### src/rtl/uart_tx_fifo.sv
// 8N1 UART transmitter fed by a power-of-two byte FIFO with a valid/ready push port.
// Frames are sent LSB-first, back-to-back while bytes remain queued.
module uart_tx_fifo #(
  parameter int CLK_FREQ   = 100000000,
  parameter int BAUD       = 115200,
  parameter int FIFO_DEPTH = 8
) (
  input  logic                          clk,
  input  logic                          rst,
  input  logic [7:0]                    i_data,
  input  logic                          i_valid,
  output logic                          o_ready,
  output logic                          o_tx,
  output logic                          o_busy,
  output logic [$clog2(FIFO_DEPTH):0]   o_fifo_count
);

  localparam int BIT_CYCLES = CLK_FREQ / BAUD;
  localparam int AW         = $clog2(FIFO_DEPTH);
  localparam int CW         = AW + 1;
  localparam int CNT_W      = $clog2(BIT_CYCLES);

  typedef enum logic [1:0] {
    S_IDLE,
    S_START,
    S_DATA,
    S_STOP
  } state_t;

  state_t             r_state;
  state_t             w_state_nxt;
  logic [CNT_W-1:0]   r_cnt;
  logic [CNT_W-1:0]   w_cnt_nxt;
  logic [2:0]         r_bit;
  logic [2:0]         w_bit_nxt;
  logic [7:0]         r_sr;
  logic [7:0]         w_sr_nxt;
  logic               r_tx;
  logic               w_line;
  logic               w_last;
  logic               w_pop;
  logic               w_push;
  logic               w_nonempty;

  logic [7:0]         r_mem [FIFO_DEPTH];
  logic [AW-1:0]      r_wr;
  logic [AW-1:0]      r_rd;
  logic [CW-1:0]      r_count;

  assign o_ready      = (r_count != CW'(FIFO_DEPTH));
  assign w_push       = i_valid & o_ready;
  assign w_nonempty   = (r_count != '0);
  assign w_last       = (r_cnt == CNT_W'(BIT_CYCLES - 1));
  assign o_tx         = r_tx;
  assign o_busy       = (r_state != S_IDLE) | w_nonempty;
  assign o_fifo_count = r_count;

  always_comb begin
    w_state_nxt = r_state;
    w_cnt_nxt   = w_last ? '0 : r_cnt + 1'b1;
    w_bit_nxt   = r_bit;
    w_sr_nxt    = r_sr;
    w_pop       = 1'b0;
    w_line      = 1'b1;
    case (r_state)
      S_IDLE: begin
        w_cnt_nxt = '0;
        if (w_nonempty) begin
          w_pop       = 1'b1;
          w_sr_nxt    = r_mem[r_rd];
          w_state_nxt = S_START;
        end
      end
      S_START: begin
        w_line = 1'b0;
        if (w_last) begin
          w_bit_nxt   = '0;
          w_state_nxt = S_DATA;
        end
      end
      S_DATA: begin
        w_line = r_sr[0];
        if (w_last) begin
          if (r_bit == 3'd7) begin
            w_state_nxt = S_STOP;
          end else begin
            w_sr_nxt  = r_sr >> 1;
            w_bit_nxt = r_bit + 3'd1;
          end
        end
      end
      S_STOP: begin
        w_line = 1'b1;
        if (w_last) begin
          if (w_nonempty) begin
            w_pop       = 1'b1;
            w_sr_nxt    = r_mem[r_rd];
            w_state_nxt = S_START;
          end else begin
            w_state_nxt = S_IDLE;
          end
        end
      end
      default: w_state_nxt = S_IDLE;
    endcase
  end

  // The line level of the current state is registered, so o_tx trails the
  // state by one clock: a pop at edge N+1 shows the start bit from edge N+2.
  always_ff @(posedge clk) begin
    if (rst) begin
      r_state <= S_IDLE;
      r_cnt   <= '0;
      r_bit   <= '0;
      r_sr    <= '0;
      r_tx    <= 1'b1;
      r_wr    <= '0;
      r_rd    <= '0;
      r_count <= '0;
    end else begin
      r_state <= w_state_nxt;
      r_cnt   <= w_cnt_nxt;
      r_bit   <= w_bit_nxt;
      r_sr    <= w_sr_nxt;
      r_tx    <= w_line;
      if (w_push) r_wr <= r_wr + 1'b1;
      if (w_pop)  r_rd <= r_rd + 1'b1;
      r_count <= r_count + CW'(w_push) - CW'(w_pop);
    end
  end

  always_ff @(posedge clk) begin
    if (!rst && w_push) r_mem[r_wr] <= i_data;
  end

endmodule

### config.mk
export PLATFORM = sky130hd
export DESIGN_NAME = uart_tx_fifo
export DESIGN_NICKNAME = d
export VERILOG_FILES = /design/src/rtl/uart_tx_fifo.sv
export SDC_FILE = /design/constraint.sdc
export NUM_CORES = 1
export LEC_CHECK = 0
export CAP_MARGIN = 20
export CORE_MARGIN = 10
export CORE_UTILIZATION = 45
export DETAILED_ROUTE_END_ITERATION = 8
export PLACE_DENSITY = 0.63
export SLEW_MARGIN = 40
export SYNTH_ARGS = -nofsm -noshare
export SYNTH_HDL_FRONTEND = slang
export SYNTH_SLANG_ARGS = --single-unit
### constraint.sdc
create_clock -name clk -period 7.3 [get_ports clk]
set_clock_uncertainty 0.2 [all_clocks]
set_input_delay 1.46 -clock clk [delete_from_list [all_inputs] [get_ports clk]]
set_output_delay 1.46 -clock clk [all_outputs]
set_load 0.03 [all_outputs]
==> impl_metrics.py, run 1 <==
metrics = {
    "run_status": {
        "status": "finished clean",
    },
    "sta": {
        "max_freq_mhz": 261,
        "worst_pin_slew_ns": 0.781,
        "hold_viol_final": 0,
        "finalSetupViolations": 0,
        "hold_slack_ns": 0.268,
        "period_share_pct": 52.6,
        "fin_setup_tns_ns": 0,
        "slew_violations": 0,
        "period_needed_ns": 3.84,
        "slew_headroom_pct": 47.7,
        "rsz0062_at_grt": "false",
    },
    "drt": {
        "num_vias": 2393,
        "wl_per_cell_um": 16.4,
        "drt_iter0_drc": 136,
        "drc": 0,
        "ant_nets": 0,
        "drt-total-wl_mm": 7.47,
        "first_pass_iters": 4,
        "via_per_inst": 5.24,
    },
    "power": {
        "p_sw_uw": 470,
        "sw_frac_of_total_pct": 32.0,
        "power.total_mw": 1.47,
        "p_int_uw": 996,
        "p_comb_share_pct": 29.0,
        "irDropWorstVdd_v": 0.000117,
        "cellLeakagePower_nw": 1.57,
        "p_per_area_nw_per_um2": 308,
        "p_seq_share_pct": 48.3,
        "p_clk_share_pct": 22.7,
    },
    "die": {
        "die-area_sq_um": 13800,
        "core_area_sq_um": 9240,
        "pin_count": 18,
        "die-width_um": 117,
        "fp.dieH_um": 117,
        "start_util_pct": 46.2,
        "rows": 35,
    },
    "yosys": {
        "synthSimpleGateAreaFrac_pct": 9.78,
        "synth-edff-count": 64,
        "synth_ff_type": "edfxtp_1",
        "synth_fa_ha_area_share_pct": 4.86,
        "synth.distinct_cells": 49,
        "synth_area_leader_cell": "edfxtp_1",
        "synth_area_leaders": "edfxtp_1 (45%), dfxtp_1 (17%), mux4_2 (8.4%), ha_1 (4.4%), nor2_1 (2.3%)",
        "syn_nets": 332,
        "synth_top_family_by_area": "simple AND/OR/NAND/NOR gates",
        "synth_top_area_share_pct": 45.0,
        "muxShareOfSynthArea_pct": 8.93,
        "yosysSeqAreaShare_pct": 62.3,
        "ys_warn_count": 0,
        "avgSynthCellArea_sq_um": 14.0,
        "async_reset_ff_share_pct": 0,
        "ys_ff_latch": 101,
        "synth_compound_area_share_pct": 8.67,
        "synth-xor-area-share_pct": 2.66,
        "syn_inst": 305,
        "synth_area_sq_um": 4270,
    },
    "global_routing": {
        "antenna_found_initial": 0,
        "grt_pass1_vias": 2451,
        "use_met3_pct": 2.83,
        "grtUsageMet2_pct": 18.7,
        "grt_max_degree": 34,
        "overflow": 0,
        "grt_first_pass_wirelength_mm": 12.6,
        "grt.busiest_layer": "met2",
        "gr-usage-all-layers_pct": 11.3,
        "globalRouteMet1Util_pct": 13.9,
    },
    "critical_path": {
        "rr_worst_depth": 10,
        "timing.rr.start": "o_fifo_count[2]",
        "required_ns": 5.64,
        "path_depth": 5,
        "cpPeakStageDelay_ns": 0.61,
        "cp_slowest_cell": "clkdlybuf4s50_1",
        "critPathTopFamily": "buffers and inverters",
        "worstSetupPathType": "reg -> out",
        "arrival_ns": 2.18,
        "startpoint_type": "flip-flop",
        "ff2ff_setup_slack_ns": 4.65,
        "critPathLaunch": "o_fifo_count[2]",
        "regToRegEndpoint": "o_fifo_count[3]",
        "path_max_fanout": 3,
        "critPathCaptureType": "output port",
        "worstPathCellList": "inv_1 -> ha_1 -> nor3b_1 -> nand2_1 -> clkdlybuf4s50_1",
        "crit_buf_inv": 2,
    },
    "cells_and_area": {
        "syn2layout_area_growth_pct": 11.4,
        "fin_area_sq_um": 4760,
        "diodes": 0,
        "nNetsFinal": 350,
        "drive_gt1_share_pct": 14.9,
        "mostFrequentLayoutCell": "edfxtp_1",
        "utilization_pct": 51.5,
        "most-common-layout-cells": "edfxtp_1 (64), dfxtp_1 (36), nor2_1 (24), a21oi_1 (18), clkdlybuf4s50_1 (17)",
    },
    "hold_path": {
        "min_path_type": "reg -> reg",
        "min_path_cells": 1,
        "min_to": "r_cnt[0]",
        "holdCritStartpoint": "r_cnt[0]",
    },
    "placed_design": {
        "placed_cell_area_sq_um": 4570,
        "port-buffer-count": 17,
        "globalplace.congestion": 0.805,
        "dp_hpwl_mm": 5.23,
    },
    "clock_network": {
        "cts_resized": 0,
        "cts.clk_slew.worst_paths_ns": 0.10,
        "postCtsHoldBufs": 0,
        "cts.sinks": 101,
        "cts-root-buf": "clkbuf_8",
        "cts_tree": "yes",
        "htree_levels": 3,
        "insertion_delay_ns": 0.36,
        "numCtsBuffers": 9,
        "cts_max_path_buffers": 2,
        "cts_setup_buffers": 0,
    },
    "flow_run": {
        "maxCapViolCount": 0,
    },
}
[Yosys cell counts, types with 7 or more instances]
cell	count
nand2_1	14
inv_1	14
edfxtp_1	64
mux4_2	16
clkbuf_1	8
nor3_1	7
o22a_1	7
a32o_1	8
xor2_1	7
dfxtp_1	37
nor2_1	26
a21oi_1	18
ha_1	15
[final cells by class]
type | count | area, sq um
clock inverters | 7 | 60.1
inverters | 14 | 52.6
flip-flops and latches | 101 | 2660
repair buffers | 20 | 193
multi-input cells | 177 | 1510
fillers | 785 | 4480
clock buffers | 9 | 124
well taps | 129 | 161
[logic make-up (layout without fill, tap and decap cells)]
| group | after synthesis | after routing |
|---|---|---|
| DFF | 101 | 101 |
| and+or+nand+nor | 80 | 80 |
| AOI/OAI and AO/OA | 50 | 50 |
| buffers and inverters | 27 | 50 |
| muxes | 18 | 18 |
| adders and majority gates | 16 | 16 |
| xor gates and xnor gates | 13 | 13 |
[per-layer routing]
| metal | vias up | routed length [um] |
|---|---|---|
| met5 | - | 0 |
| met4 | 0 | 115 |
| met3 | 6 | 283 |
| met2 | 39 | 3720 |
| met1 | 1165 | 3360 |
| li1 | 1183 | - |
[power by group through the flow]
stage | Sequential [mW] | Combinational [mW] | Clock, mW
finish | 0.709 | 0.424 | 0.333
CTS | 0.711 | 0.432 | 0.343
detailed placement | 0.724 | 0.428 | 0
global route | 0.719 | 0.477 | 0.368
global placement | 0.722 | 0.421 | 0
floorplan | 0.718 | 0.323 | 0
[how the worst max path moves through the flow]
stage                              to
after global routing           o_busy
after CTS                      o_busy
after floorplan               o_ready
after detailed placement  r_mem[4][2]
final                          o_busy
after global placement    r_mem[0][2]
[per-stage QoR]
step	instances	worst slack, ns
6_report	457	3.46
5_1_grt	457	3.36
4_1_cts	457	3.43
3_5_place_dp	441	3.67
3_3_place_gp	441	3.44
2_1_floorplan	305	4.27
[sequential cells by signal, summed over array words and instances (netlist names), 2 cells and up, named ones only]
signal	count
r_sr	8
r_rd	3
o_fifo_count	4
r_cnt	10
r_wr	3
r_state	2
r_bit	3
r_mem	64
Note: power is estimated with default switching activity, not from simulation.
==> run 2: changes to the inputs <==
Clock period 7.3 ns to 3.62 ns, I/O delays scaled along.
==> impl_metrics.py, run 2 (same netlist as run 1, synthesis figures left out) <==
metrics = {
    "run_status": {
        "status": "finished clean",
    },
    "sta": {
        "period_share_pct": 83.2,
        "hold_viol_final": 0,
        "max_freq_mhz": 332,
        "finalSetupViolations": 0,
        "worst_pin_slew_ns": 0.578,
        "slew_headroom_pct": 61.5,
        "hold_slack_ns": 0.269,
        "rsz0062_at_grt": "false",
        "period_needed_ns": 3.01,
        "slew_violations": 0,
        "fin_setup_tns_ns": 0,
    },
    "placed_design": {
        "placed_cell_area_sq_um": 4610,
        "port-buffer-count": 17,
        "dp_hpwl_mm": 5.31,
        "globalplace.congestion": 0.745,
        "placed_cells": 448,
    },
    "cells_and_area": {
        "utilization_pct": 52.2,
        "nFillCells": 798,
        "most-common-layout-cells": "edfxtp_1 (64), dfxtp_1 (36), nor2_1 (26), a21oi_1 (18), clkdlybuf4s50_1 (17)",
        "stdcell_count": 464,
        "nNetsFinal": 357,
        "largest_register": "r_mem",
        "reg_top3": "r_mem x64, r_cnt x10, r_sr x8",
        "largest_reg_flops": 64,
        "fin_area_sq_um": 4820,
        "drive_gt1_share_pct": 15.8,
        "syn2layout_area_growth_pct": 12.9,
        "mostFrequentLayoutCell": "edfxtp_1",
        "diodes": 0,
    },
    "clock_network": {
        "cts_setup_buffers": 0,
        "numCtsBuffers": 9,
        "postCtsHoldBufs": 0,
        "cts-root-buf": "clkbuf_8",
        "htree_levels": 3,
        "cts.clk_slew.worst_paths_ns": 0.11,
        "insertion_delay_ns": 0.37,
        "cts_max_path_buffers": 2,
        "cts_tree": "yes",
        "cts_resized": 0,
        "cts.sinks": 101,
    },
    "die": {
        "pin_count": 18,
        "start_util_pct": 46.2,
        "die-width_um": 117,
        "die-area_sq_um": 13800,
        "core_area_sq_um": 9240,
        "fp.dieH_um": 117,
        "rows": 35,
    },
    "critical_path": {
        "crit_buf_inv": 2,
        "timing.rr.start": "o_fifo_count[2]",
        "regToRegEndpoint": "o_fifo_count[3]",
        "cpPeakStageDelay_ns": 0.61,
        "required_ns": 2.70,
        "rr_worst_depth": 10,
        "startpoint_type": "flip-flop",
        "arrival_ns": 2.09,
        "ff2ff_setup_slack_ns": 0.95,
        "path_depth": 5,
        "path_max_fanout": 3,
        "cp_slowest_cell": "clkdlybuf4s50_1",
        "cp-endpoint": "o_busy",
        "worstSetupPathType": "reg -> out",
        "critPathTopFamily": "buffers and inverters",
        "critPathLaunch": "o_fifo_count[2]",
        "critPathCaptureType": "output port",
        "worstPathCellList": "inv_1 -> ha_1 -> nor3b_1 -> nand2_1 -> clkdlybuf4s50_1",
    },
    "power": {
        "p_int_mw": 2.03,
        "cellLeakagePower_nw": 1.61,
        "p_clk_share_pct": 23.6,
        "sw_frac_of_total_pct": 32.7,
        "p_per_area_nw_per_um2": 625,
        "p_comb_share_pct": 30.0,
        "irDropWorstVdd_v": 0.000332,
        "p_seq_share_pct": 46.4,
        "p_sw_uw": 987,
    },
    "drt": {
        "drc": 0,
        "ant_nets": 0,
        "drt_iter0_drc": 144,
        "via_per_inst": 5.31,
        "drt-total-wl_mm": 7.85,
        "first_pass_iters": 5,
        "wl_per_cell_um": 16.9,
        "num_vias": 2466,
    },
    "global_routing": {
        "grt.busiest_layer": "met2",
        "antenna_found_initial": 0,
        "globalRouteMet1Util_pct": 13.8,
        "grt_first_pass_wirelength_mm": 13.0,
        "grt_pass1_vias": 2505,
        "grtUsageMet2_pct": 20.2,
        "gr-usage-all-layers_pct": 11.8,
        "grt_max_degree": 27,
        "use_met3_pct": 2.78,
        "overflow": 0,
    },
    "flow_run": {
        "maxCapViolCount": 0,
    },
    "hold_path": {
        "holdCritStartpoint": "r_cnt[0]",
        "min_path_type": "reg -> reg",
    },
}
## run 2: cell types whose count changed in the layout (fill, tap and decap cells not counted)
cell,change
clkinv_2,-1
clkinv_8,+2
nor2_2,-2
inv_6,-1
nor3_1,+2
clkinv_1,-1
nor2_1,+2
clkinv_4,+1
nor3_2,-2
buf_4,+7
## run 2: how the worst min path moves through the flow
stage	cells after the start	endpoint	slack, ns
global placement	1	r_cnt[0]	0.24
detailed placement	1	r_cnt[0]	0.25
global route	1	r_sr[4]	0.30
CTS	1	r_cnt[0]	0.27
floorplan	1	r_cnt[0]	0.23
finish	1	r_cnt[0]	0.27
## run 2: stage by stage
step	setup WS (ns)	power [mW]
2_1_floorplan	0.725	2.10
3_3_place_gp	0.884	2.32
3_5_place_dp	0.835	2.34
4_1_cts	0.572	3.06
5_1_grt	0.468	3.19
6_report	0.607	3.02
## run 2: power by group through the flow
stage | logic, mW | clock network (mW) | registers [mW]
after floorplan | 0.651 | 0 | 1.45
after global placement | 0.898 | 0 | 1.42
after detailed placement | 0.915 | 0 | 1.43
after CTS | 0.921 | 0.741 | 1.40
after global routing | 0.993 | 0.785 | 1.41
final | 0.904 | 0.712 | 1.40
## run 2: layout make-up
type	count	area (sq um)	area share, %
repair buffers	27	245	5.09
flip-flops and latches	101	2660	55.2
inverters	14	52.6	1.09
clock inverters	7	83.8	1.74
clock buffers	9	124	2.57
multi-input cells	177	1490	30.9
well taps	129	161	3.35
## run 2: routing by layer
metal  vias up  part of all wire (%)  routed length [um]
li1       1194                     -                   -
met1      1235                    45                3550
met2        24                    51                4000
met3        13                   2.1                 167
met4         0                   1.6                 129
met5         -                     0                   0
